--- config.mk ---
export PLATFORM = sky130hd
export DESIGN_NAME = intr_arbiter
export DESIGN_NICKNAME = d
export VERILOG_FILES = /design/src/rtl/intr_arbiter.sv
export SDC_FILE = /design/constraint.sdc
export NUM_CORES = 1
export LEC_CHECK = 0
export CORE_ASPECT_RATIO = 0.8
export CORE_MARGIN = 4
export CORE_UTILIZATION = 47
export CTS_CLUSTER_SIZE = 14
export DETAILED_ROUTE_END_ITERATION = 10
export PLACE_DENSITY = 0.85
export SLEW_MARGIN = 10
export SYNTH_ARGS = -nofsm -noshare
export SYNTH_HDL_FRONTEND = slang
export SYNTH_SLANG_ARGS = --single-unit
--- constraint.sdc ---
create_clock -name CLOCK -period 2.6 [get_ports CLOCK]
set_input_delay 0.39 -clock CLOCK [delete_from_list [all_inputs] [get_ports CLOCK]]
set_output_delay 0.39 -clock CLOCK [all_outputs]
set_load 0.02 [all_outputs]
--- src/rtl/intr_arbiter.sv ---
// intr_arbiter: bus interrupt arbiter for one BR level; optional SACK/INTR timeout via INTR_ARBITER_TIMEOUT_EN
module intr_arbiter #(
   parameter int NDEV     = 4,
   parameter int GRANTDLY = 3,
   parameter int TMOCYC   = 1023
) (
   input  logic              CLOCK,
   input  logic              RESET_N,
   input  logic [NDEV-1:0]   intreqs,
   input  logic [8*NDEV-1:0] irvecs,
   output logic [NDEV-1:0]   intgnts,
   output logic [7:0]        igvec,
   input  logic              init_in_h,
   input  logic              bg_in_h,
   output logic              bg_out_h,
   input  logic              bbsy_in_h,
   input  logic              ssyn_in_h,
   output logic              br_out_h,
   output logic              sack_out_h,
   output logic              bbsy_out_h,
   output logic              intr_out_h,
`ifdef INTR_ARBITER_TIMEOUT_EN
   output logic              tmoerr,
`endif
   output logic [15:0]       d_out_h
);

   typedef enum logic [2:0] {IDLE, REQ, PASS, SACK, INTR, DONE} state_t;

   if (NDEV < 1 || NDEV > 8 || GRANTDLY < 1 || GRANTDLY > 15 || TMOCYC < 1 || TMOCYC > 1023) begin : g_bad_param
      $error("intr_arbiter: parameter out of range");
   end

   state_t          state, state_d;
   logic [3:0]      bg_cnt;
   logic            bgok;
   logic [2:0]      win, win_d, lo_idx;
   logic [7:0]      vec, vec_d, lo_vec, igvec_d;
   logic            sack_d, bbsy_d, intr_d;
   logic [15:0]     dout_d;
   logic [NDEV-1:0] gnt_d;
`ifdef INTR_ARBITER_TIMEOUT_EN
   logic [9:0]      tmo_cnt;
   logic            tmoerr_d;
`endif

   assign bgok     = bg_cnt == 4'(GRANTDLY);
   assign br_out_h = (state == IDLE || state == REQ) && (intreqs != '0);
   assign bg_out_h = (state == PASS) && bg_in_h;

   // lowest-index active requester and its vector
   always_comb begin
      lo_idx = '0;
      lo_vec = '0;
      for (int i = NDEV - 1; i >= 0; i--)
         if (intreqs[i]) begin
            lo_idx = 3'(i);
            lo_vec = irvecs[8*i +: 8];
         end
   end

   // next state and next registered bus outputs
   always_comb begin
      state_d = state;
      sack_d  = sack_out_h;
      bbsy_d  = bbsy_out_h;
      intr_d  = intr_out_h;
      dout_d  = d_out_h;
      gnt_d   = '0;
      igvec_d = '0;
      win_d   = win;
      vec_d   = vec;
`ifdef INTR_ARBITER_TIMEOUT_EN
      tmoerr_d = tmoerr;
`endif
      case (state)
         IDLE, REQ:
            if (bgok && intreqs == '0)
               state_d = PASS;
            else if (bgok) begin
               state_d = SACK;
               sack_d  = 1'b1;
               win_d   = lo_idx;
               vec_d   = lo_vec;
            end else
               state_d = (intreqs != '0) ? REQ : IDLE;
         PASS:
            state_d = bg_in_h ? PASS : IDLE;
         SACK:
            if (!bg_in_h && !bbsy_in_h) begin
               state_d = INTR;
               sack_d  = 1'b0;
               bbsy_d  = 1'b1;
               intr_d  = 1'b1;
               dout_d  = {8'b0, vec};
            end
         INTR:
            if (ssyn_in_h) begin
               state_d = DONE;
               intr_d  = 1'b0;
               gnt_d   = NDEV'(1) << win;
               igvec_d = vec;
            end
         DONE:
            if (!ssyn_in_h) begin
               state_d = IDLE;
               bbsy_d  = 1'b0;
               dout_d  = '0;
            end
         default:
            state_d = IDLE;
      endcase
`ifdef INTR_ARBITER_TIMEOUT_EN
      if ((state == SACK || state == INTR) && tmo_cnt == 10'(TMOCYC)) begin
         state_d  = IDLE;
         sack_d   = 1'b0;
         bbsy_d   = 1'b0;
         intr_d   = 1'b0;
         dout_d   = '0;
         gnt_d    = '0;
         igvec_d  = '0;
         tmoerr_d = 1'b1;
      end
`endif
   end

   // state, grant deskew filter and registered outputs; INIT acts as a synchronous reset
   always_ff @(posedge CLOCK or negedge RESET_N)
      if (!RESET_N) begin
         state      <= IDLE;
         bg_cnt     <= '0;
         win        <= '0;
         vec        <= '0;
         sack_out_h <= 1'b0;
         bbsy_out_h <= 1'b0;
         intr_out_h <= 1'b0;
         d_out_h    <= '0;
         intgnts    <= '0;
         igvec      <= '0;
      end else if (init_in_h) begin
         state      <= IDLE;
         bg_cnt     <= '0;
         win        <= '0;
         vec        <= '0;
         sack_out_h <= 1'b0;
         bbsy_out_h <= 1'b0;
         intr_out_h <= 1'b0;
         d_out_h    <= '0;
         intgnts    <= '0;
         igvec      <= '0;
      end else begin
         state      <= state_d;
         bg_cnt     <= !bg_in_h ? 4'd0 : bgok ? bg_cnt : bg_cnt + 4'd1;
         win        <= win_d;
         vec        <= vec_d;
         sack_out_h <= sack_d;
         bbsy_out_h <= bbsy_d;
         intr_out_h <= intr_d;
         d_out_h    <= dout_d;
         intgnts    <= gnt_d;
         igvec      <= igvec_d;
      end

`ifdef INTR_ARBITER_TIMEOUT_EN
   // SSYN watchdog for SACK/INTR, restarted on every state change; sticky error flag
   always_ff @(posedge CLOCK or negedge RESET_N)
      if (!RESET_N) begin
         tmo_cnt <= '0;
         tmoerr  <= 1'b0;
      end else if (init_in_h) begin
         tmo_cnt <= '0;
         tmoerr  <= 1'b0;
      end else begin
         tmo_cnt <= (state_d == state && (state == SACK || state == INTR)) ? tmo_cnt + 10'd1 : 10'd0;
         tmoerr  <= tmoerr_d;
      end
`endif

endmodule

Yosys cells after proc, flatten, opt, wreduce, memory -nomap -nowiden. Cells that the tools add are included.

Input bits: 42. Register bits after elaboration: 49.

Muxes and demuxes: 50. Shifts and indexed selects: 1. Reductions and logical operators: 21. Eq/ne operators: 13. Add/sub/neg operators: 1.

Operators with widths (number): two-way mux 8 bit (11); two-way mux 16 bit (3); case mux 16 bit (2 select lines) (1); two-way mux 3 bit (10); two-way mux 4 bit (6); inequality test 3 bit, second input constant (6); case mux 3 bit (5 select lines) (1); AND reduction 3 bit (4); two-way mux 1 bit (10); two-way mux 2 bit (5); nonzero test 3 bit (3); == test 3 x 2 -> 1 bit, second input constant (2); == test 3 bit, second input constant (2); case mux 1 bit (2 select lines) (3); adder 4 x 1 -> 4 bit, second input constant (1); == test 4 x 2 -> 1 bit, second input constant (1); logical AND 1 bit (4); logical NOT 4 bit (1); AND reduction 4 bit (1); nonzero test 2 bit (2); nonzero test 4 bit (1); left shift 1 x 3 -> 4 bit, first input constant (1); == test 3 x 1 -> 1 bit, second input constant (1); logical NOT 3 bit (1); other kinds (4) (5).

Longest topological paths before layout.
Depth after elaboration: 8. Mapped depth: 5.

Worst setup path after synthesis. OpenSTA, ideal clock, no wires.

Path kind: register to register. Start point: register bg_cnt[0]. End point: register vec[0]. Slack: 0.826 ns. Clock period less this slack: 1.774 ns. Data required time: 2.496 ns. Arrival time: 1.670 ns. Stages on the path, launching flop included: 6. Library setup time: 0.104 ns. Cells stage by stage: dfrtp_1 ha_1 or3b_4 or3_1 buf_6 o41ai_2.

Longest elaborated chain between the ends: 4. Elaborated cells on any way between the ends: 5. Classes of those cells: 2 x eq/ne; 3 x reduce/logical.

Ends and longest elaborated chain: start: declaration (line 35) `logic [3:0] bg_cnt;`; start signal: assignment (line 153) `bg_cnt <= !bg_in_h ? 4'd0 : bgok ? bg_cnt : bg_cnt + 4'd1;`; == test 4 x 2 -> 1 bit * (line 47) `assign bgok = bg_cnt == 4'(GRANTDLY);`; logical AND 1 bit (line 78) `if (bgok && intreqs == '0)`; inequality test 2 bit (no source line); AND reduction 3 bit (no source line) *; end signal: assignment (line 155) `vec <= vec_d;`; end: declaration (line 38) `logic [7:0] vec, vec_d, lo_vec, igvec_d;`.

Every way passes the cells marked *; elsewhere a longest branch is shown, timed or not. A chain may end at the register's enable or synchronous reset.

Worst setup path in the final report.
Start point: input intreqs[1]. End point: output br_out_h.

Longest elaborated chain between the ends: 2.

Ends and longest elaborated chain: start: declaration (line 9) `input logic [NDEV-1:0] intreqs,`; nonzero test 4 bit (line 48) `assign br_out_h = (state == IDLE || state == REQ) && (intreqs != '0);`; logical AND 1 bit (line 48); end: declaration (line 18) `output logic br_out_h,`.

No other way between the ends.

==> summary.md <==
| Metric | Value |
|---|---|
| Relative slew slack | 0.4263 |
| Flop2flop setup slack | approximately 600 ps |
| Top cell type's share of synthesized area | 0.5099 |
| Period utilization | 0.8916 |
| Worst VDD drop | ~0.30 mV |
| Postcts setup bufs | 0 |
| Cell Area, Synth | between 1500 and 2000 um^2 |
| Crit path largest cell delay | between 500 and 600 ps |
| Average size of a mapped cell | between 10 and 15 um^2 |
| Routed vias/inst | 5.658 |
| Most frequent cell after synthesis | dfrtp_1 |
| Worst setup SP type | primary input |
| CTS Buf Count | 5 |
| Crit-path cells | clkdlybuf4s50_1, nor4_1, nor2_1, clkdlybuf4s50_1 |
| Slowest cell on crit path | clkdlybuf4s50_1 |
| Final Critical Period | ~2300 ps |
| Initial Utilization | 0.5029 |
| Clk buf depth | 2 |
| Largest net degree at the start of global routing | about 40 |
| First-pass GRT wire length | a little under 9000 um |
| Clk root buf | clkbuf_8 |
| Detailed Place HPWL | ~4000 um |
| Post-synth EDFFs | 0 |
| DRC errors left | 0 |
| Commonest cells in the netlist | dfrtp_1 (40), nor2_1 (10) |
| Pwr per Cell Area | 472.5 nW/um^2 |
| FFs w/ async S/R, synth | 1.000 |
| ANT nets after route | 0 |
| H-tree depth | 2 |
| Ys flop type | dfrtp_1 |
| P_leak | ~1.2 nW |
| Fin Setup TNS | 0 ps |
| CTS hold repair buffers | 0 |
| Initial antenna violation count | 0 |
| DRT Pass-1 Iters | 4 |
| XOR/XNOR share of the synthesized area | 0.008923 |
| Multiplexer share of the synthesized area | 0.01593 |
| Post-CTS sizing | 0 |
| WS Path Type | primary input to primary output |
| Routability cong. | between 0.8 and 0.9 |
| Reg clk slew, reported paths | 90 ps |
| Synth Area in Adders | 0.006373 |
| Final hold vios | 0 |
| Total routed wirelength | roughly 5400 um |
| Row count | 20 |
| Sequential fraction of the synthesis area | 0.5099 |
| YS warnings | 0 |
| # IOs | 75 |
| Detailed-route wire length per cell | 18.19 um |
| Final setup viols | 0 |
| Cell taking the most area after synthesis | dfrtp_1 |
| Starting DRT DRC Count | 102 |
| Fin nets | approximately 280 |
| HP Class | primary input to asynchronous set/reset pin |
| Max Cap Viol | 0 |
| Buffers plus inverters on the worst setup path | 2 |
| Clock latency at the later pin of the worst-skew pair | 300 ps |
| Vias in the first global route | 1,735 |
| CP max FO | 5 |
| Fmax | 431.4 MHz |
| Outcome | completed |
| Die Wd | about 80 um |
| Post-Synthesis Cells | 172 |
| RSZ-0062 raised after global routing | false |
| Largest family of logic cells by synthesized area | compound AO/OA/AOI/OAI gates |
| Max Slew Vio Count | 0 |
| Clock skew | roughly 9.4 ps |
| DR vias | 1,669 |
| Top cells by area, synth | dfrtp_1 (51%), o41ai_2 (5.8%), a221oi_1 (3.6%) |
| Floorplan die height | roughly 66 um |
| Global route overflow | 0 |
| CP Data Required Time | ~2200 ps |
| Count of input and output buffers | 66 |
| #FFs+latches synth | 40 |
| Compound-gate portion of the synthesized area | 0.2454 |
| Endpoint type of the worst setup path | primary output |
| Core ar. | 3904 um^2 |
| Area grow syn2layout | 41.30% |
| CTS tree | done |
| Slew @ Worst Pin | about 860 ps |
| Clock Sink Count | 40 |
| Netlist cell types | between 40 and 50 |
| Antenna cells | 0 |
| Gr usage total | 0.2204 |
| Share of layout cells above drive strength 1 | 0.1250 |
| Total power | ~1.3 mW |
| CP delay by family, top | buffers and inverters |
| Total die area | approximately 5300 um^2 |
| Simple-gate share of the synthesized area | 0.1466 |
| Data arrival time of the critical path | slightly below 2000 ps |
| Most used cell, CP | clkdlybuf4s50_1 |
-- cells by family (layout without fill, tap and decap cells) --
group	Yosys count	count (layout)
AOI/OAI and AO/OA	53	53
and+or+nand+nor	48	48
DFF	40	40
buffers and inverters	24	85
muxes	3	3
xor gates and xnor gates	2	2
adders and majority gates	1	1
other	1	8
-- state kept, by name, summed over array words and instances (netlist names), 2 cells and up --
| name | cells |
|---|---|
| vec | 8 |
| state | 3 |
| win | 2 |
| igvec | 8 |
| intgnts | 4 |
| d_out_h | 8 |
| bg_cnt | 4 |
-- layer usage --
| layer | part of all wire | vias up | wire, um | global-route usage |
|---|---|---|---|---|
| li1 | - | 779 | - | - |
| met1 | 0.41 | 828 | 2173 | 0.2653 |
| met2 | 0.53 | 56 | 2844 | 0.3833 |
| met3 | 0.051 | 6 | 276 | 0.05586 |
| met4 | 0.013 | 0 | 70 | 0.07595 |
| met5 | 0 | - | 0 | 0 |
-- placed cells by master, fill, tap and decap left out, drive strengths merged, types with 2 or more instances in the layout --
cell type      instances
dfrtp                 40
nor4b                  2
a22o                   8
a221oi                 9
or3                    2
a21oi                  3
clkinv                 3
nor2                  10
nand2b                 2
nand2                  5
o41ai                  8
nor2b                  4
inv                    2
and2                   8
nor4                   3
buf                    9
and3                   2
o311ai                 8
o22ai                  8
a21o                   2
or2                    2
conb                   8
mux2i                  2
clkbuf                 5
clkdlybuf4s50         65
-- area by class of cell --
cell class / count / area [um^2]
fillers: 311 / 1130
clock inverters: 3 / 47.55
flip-flops and latches: 40 / 1001
multi-input cells: 115 / 860.8
inverters: 3 / 11.26
repair buffers: 74 / 715.7
clock buffers: 5 / 68.82
well taps: 55 / 68.82
-- worst paths after layout --
check / cells past startpoint / end / start
max reg2reg: 5 / vec[0] / bg_cnt[0]
min in group CLOCK: 1 / bbsy_out_h / bbsy_out_h
min reg2reg: 1 / bbsy_out_h / bbsy_out_h
max in group asynchronous: 1 / igvec[4] / RESET_N
min: 1 / win[1] / RESET_N
max: 4 / br_out_h / intreqs[1]
-- through the flow --
stage	hold WS (ps)	util	setup slack, ps	instance area [um^2]	cells
final	197.1	0.7106	281.8	2774	295
after global routing	248.4	0.7106	179.0	2774	295
after CTS	220.3	0.7106	289.5	2774	295
after detailed placement	474.2	0.6808	308.1	2658	287
after global placement	469.7	0.6808	349.9	2658	287
after floorplan	94.41	-	826.2	1989	179
-- report_power, final --
part	switching (mW)	internal (mW)	total (mW)	leakage, nW
clock network	0.234	0.289	0.523	0.0583
logic	0.0776	0.0793	0.157	0.612
registers	0.00499	0.626	0.631	0.556
No activity file was read; power rests on OpenSTA's default activity.
